File: src/rtl/counter4_cout_pkg.sv
// counter4_cout_pkg: shared width, reset value and count type for the counter slice
package counter4_cout_pkg;
  localparam int COUNTER4_COUT_WIDTH = 4;
  typedef logic [COUNTER4_COUT_WIDTH-1:0] count_t;
  localparam count_t COUNTER4_COUT_INIT = 4'h0;
endpackage

File: src/rtl/counter4_cout_incr.sv
// counter4_cout_incr: combinational ripple half-adder incrementer
//   count_i : value to increment
//   sum_o   : count_i + 1 modulo 2^WIDTH
//   cout_o  : carry out of the top bit, high only when count_i is all ones
module counter4_cout_incr #(
  parameter int WIDTH = 4
) (
  input  logic [WIDTH-1:0] count_i,
  output logic [WIDTH-1:0] sum_o,
  output logic             cout_o
);
  logic [WIDTH:0] c;
  assign c[0] = 1'b1;
  for (genvar i = 0; i < WIDTH; i++) begin : g_ha
    assign sum_o[i] = count_i[i] ^ c[i];
    assign c[i+1]   = count_i[i] & c[i];
  end
  assign cout_o = c[WIDTH];
endmodule

File: src/rtl/counter4_cout.sv
// counter4_cout: free-running up-counter with carry-out for cascading / divide-by-2^WIDTH ticks
//   CLK   : clock, rising edge
//   RESET : synchronous active-high, loads INIT
//   CE    : count enable, only when COUNTER4_COUT_CE_EN is defined
//   O     : current count, straight from the register
//   COUT  : high while O is all ones (gated by CE when present)
module counter4_cout
  import counter4_cout_pkg::*;
#(
  parameter int               WIDTH = COUNTER4_COUT_WIDTH,
  parameter logic [WIDTH-1:0] INIT  = WIDTH'(COUNTER4_COUT_INIT)
) (
  input  logic             CLK,
  input  logic             RESET,
`ifdef COUNTER4_COUT_CE_EN
  input  logic             CE,
`endif
  output logic [WIDTH-1:0] O,
  output logic             COUT
);
  // Declaration initializer gives the power-up value without needing a reset.
  logic [WIDTH-1:0] count_q = INIT;
  logic [WIDTH-1:0] count_d;
  logic [WIDTH-1:0] sum;
  logic             carry;
  counter4_cout_incr #(.WIDTH(WIDTH)) u_incr (
    .count_i(count_q),
    .sum_o  (sum),
    .cout_o (carry)
  );
`ifdef COUNTER4_COUT_CE_EN
  assign count_d = CE ? sum : count_q;
  // Gating with CE lets a cascaded stage advance only when this one wraps.
  assign COUT    = carry & CE;
`else
  assign count_d = sum;
  assign COUT    = carry;
`endif
  always_ff @(posedge CLK) begin
    if (RESET) count_q <= INIT;
    else       count_q <= count_d;
  end
  assign O = count_q;
endmodule

File: config.mk
export PLATFORM = sky130hd
export DESIGN_NAME = counter4_cout
export DESIGN_NICKNAME = d
export VERILOG_FILES = /design/src/rtl/counter4_cout_pkg.sv /design/src/rtl/counter4_cout_incr.sv /design/src/rtl/counter4_cout.sv
export SDC_FILE = /design/constraint.sdc
export NUM_CORES = 1
export LEC_CHECK = 0
export ABC_CLOCK_PERIOD_IN_PS = 1500
export CELL_PAD_IN_SITES_DETAIL_PLACEMENT = 1
export CELL_PAD_IN_SITES_GLOBAL_PLACEMENT = 2
export CORE_AREA = 10 10 47 49
export CTS_CLUSTER_DIAMETER = 100
export DETAILED_ROUTE_END_ITERATION = 16
export DIE_AREA = 0 0 57 59
export HOLD_SLACK_MARGIN = 0.05
export PLACE_DENSITY = 0.46
export SKIP_CTS_REPAIR_TIMING = 1
export SLEW_MARGIN = 25
export SYNTH_ARGS = -nofsm -noshare
export SYNTH_HDL_FRONTEND = slang
export SYNTH_SLANG_ARGS = --single-unit
File: constraint.sdc
create_clock -name CLK -period 1.5 [get_ports CLK]
set_clock_uncertainty 0.1 [all_clocks]
set_input_delay 0.15 -clock CLK [delete_from_list [all_inputs] [get_ports CLK]]
set_output_delay 0.15 -clock CLK [all_outputs]
set_load 0.005 [all_outputs]
==> metrics <==
Yosys top cell by area=dfxtp_1; total length of routed wires=between 300 and 400 um; Reg clk slew, reported paths=0.03 ns; setup violators final=0; GPL Wtd Cong=~0.58; post-layout util=17.8%; die footprint=3360 sq um; vias per cell=3.16; die width=57 um; Crit Path Class=reg2out; CP max FO=2; Peak VDD IR=435 uV; largest net degree at the start of global routing=5; worst slew pin tran=0.154 ns; RR Startpoint=O[0]; I/O Buffers=6; Syn Area/Cell=approximately 13 sq um; R2R Setup Slk=0.25 ns; Net Count, Synth=16; GR Util met1=1.42%; Antenna Cells=0; most frequent cells in the layout=clkdlybuf4s50_1 (5), dfxtp_1 (3), nor2b_1 (3), clkbuf_4 (3), ha_1 (2); crit path to=COUT; DRC Markers=0; Cell Pwr Density=1130 nW/um^2; Leak Pwr=0.113 nW; core area=1400 sq um; H-tree depth=1; CP Launch Type=flip-flop; Hold Crit Class=reg2reg; initial core utilization=between 9 and 10%; count of final hold-check violations=0; # nets final=28; number of global-route vias before repair=131; Iter 0 DRT Violations=2; grt met3 use=under 10%; Fmax=702 MHz; Worst R2R Path Depth=4; GRT Residual Overflow=0; Final Slew Violations=0; initial antenna violation count=0; row cnt=14; GRT Max-Usage Layer=met3; status=finished, final reports clean; CTS root buf=clkbuf_4; Mapped Cells=11; Worst EP arrival=1.17 ns; overall global routing resource usage=under 10%; Final ANT Viol Nets=0; Final Critical Period=1.42 ns; fraction of layout cells with a size suffix above 1=33.3%; YS warnings=0; RSZ-0062 raised after global routing=no; CTS sink cnt=4; pre-CTS setup slack=-0.0523 ns; most common cell after layout, fill and taps aside=clkdlybuf4s50_1; Synth cell types=4; Yosys reg bits=4; P&R area growth vs syn=77.7%; Worst-Skew Late Latency=0.23 ns; slew margin rel.=~90%; die height=slightly below 60 um; Ports=7; CTS tree=yes; register area share after synthesis=57.1%; drt wl/cell=approximately 9.6 um; top cells by area, synth=dfxtp_1 (57%), ha_1 (27%), nor2b_1 (13%), nor2_1 (2.7%); Max clock buf depth=2; vias=117; post-synth top area share=57.1%; Setup crit end kind=output port; Max Cap Viol=0; global-route wire length before repair=between 500 and 600 um; Tcrit/Tclk final=95.0%; grt met2 use=about 2.5%; Power Total=282 uW; final worst-path setup slack=0.0754 ns; Reg2Reg Capture Point=O[3]; CP required=approximately 1.3 ns; worst setup path startpoint=O[0]; cts bufs inserted=3; Cell Area, Synth=around 140 sq um; first-pass detailed-route iteration total=2; max reg flops=4
critical path, stage by stage (launching register included):
cell	delay (ns)
dfxtp_2	0.31
ha_2	0.17
ha_1	0.17
ha_1	0.17
clkbuf_2	0.11
Yosys cell counts (all sizes together):
master  n
nor2b   3
ha      3
nor2    1
dfxtp   4
power breakdown:
part	total (mW)	internal, mW	switching [mW]
clock network	0.132	0.0894	0.0425
logic	0.0315	0.0213	0.0101
registers	0.118	0.114	0.00405
total	0.282	0.225	0.0567
cell families after synthesis:
logic type	share of synthesized area (%)
flops	57.1
simple gates	16.1
fa+ha+maj	26.8
area by class of cell:
class	instances	area [sq um]
Tap cell	16	20.0
Timing Repair Buffer	7	62.6
Sequential cell	4	81.3
Multi-Input combinational cell	7	62.6
Fill cell	170	1150
Clock buffer	3	22.5
how the worst min path moves through the flow:
stage | start | end | slack [ns] | depth (start not counted)
final | O[0] | O[0] | 0.40 | 2
after global routing | O[0] | O[0] | 0.43 | 2
after CTS | O[0] | O[0] | 0.42 | 2
after detailed placement | O[0] | O[0] | 0.41 | 2
after global placement | O[0] | O[0] | 0.40 | 2
after floorplan | RESET | O[0] | 0.12 | 1
through the flow:
step / area (sq um) / setup TNS, ns / std cells / hold slack (ns)
4_1_cts: 250 / -0.307 / 37 / 0.417
2_1_floorplan: 140 / 0 / 11 / 0.117
3_5_place_dp: 228 / -0.0523 / 34 / 0.407
3_3_place_gp: 228 / -0.0294 / 34 / 0.399
6_report: 249 / 0 / 37 / 0.397
5_1_grt: 249 / 0 / 37 / 0.429
layer usage:
| layer | wire length [um] | vias to the layer above |
|---|---|---|
| met4 | 0 | 0 |
| met1 | 123 | 51 |
| li1 | - | 56 |
| met3 | 112 | 0 |
| met5 | 0 | - |
| met2 | 121 | 10 |
Power figures use the tool's default switching activity.
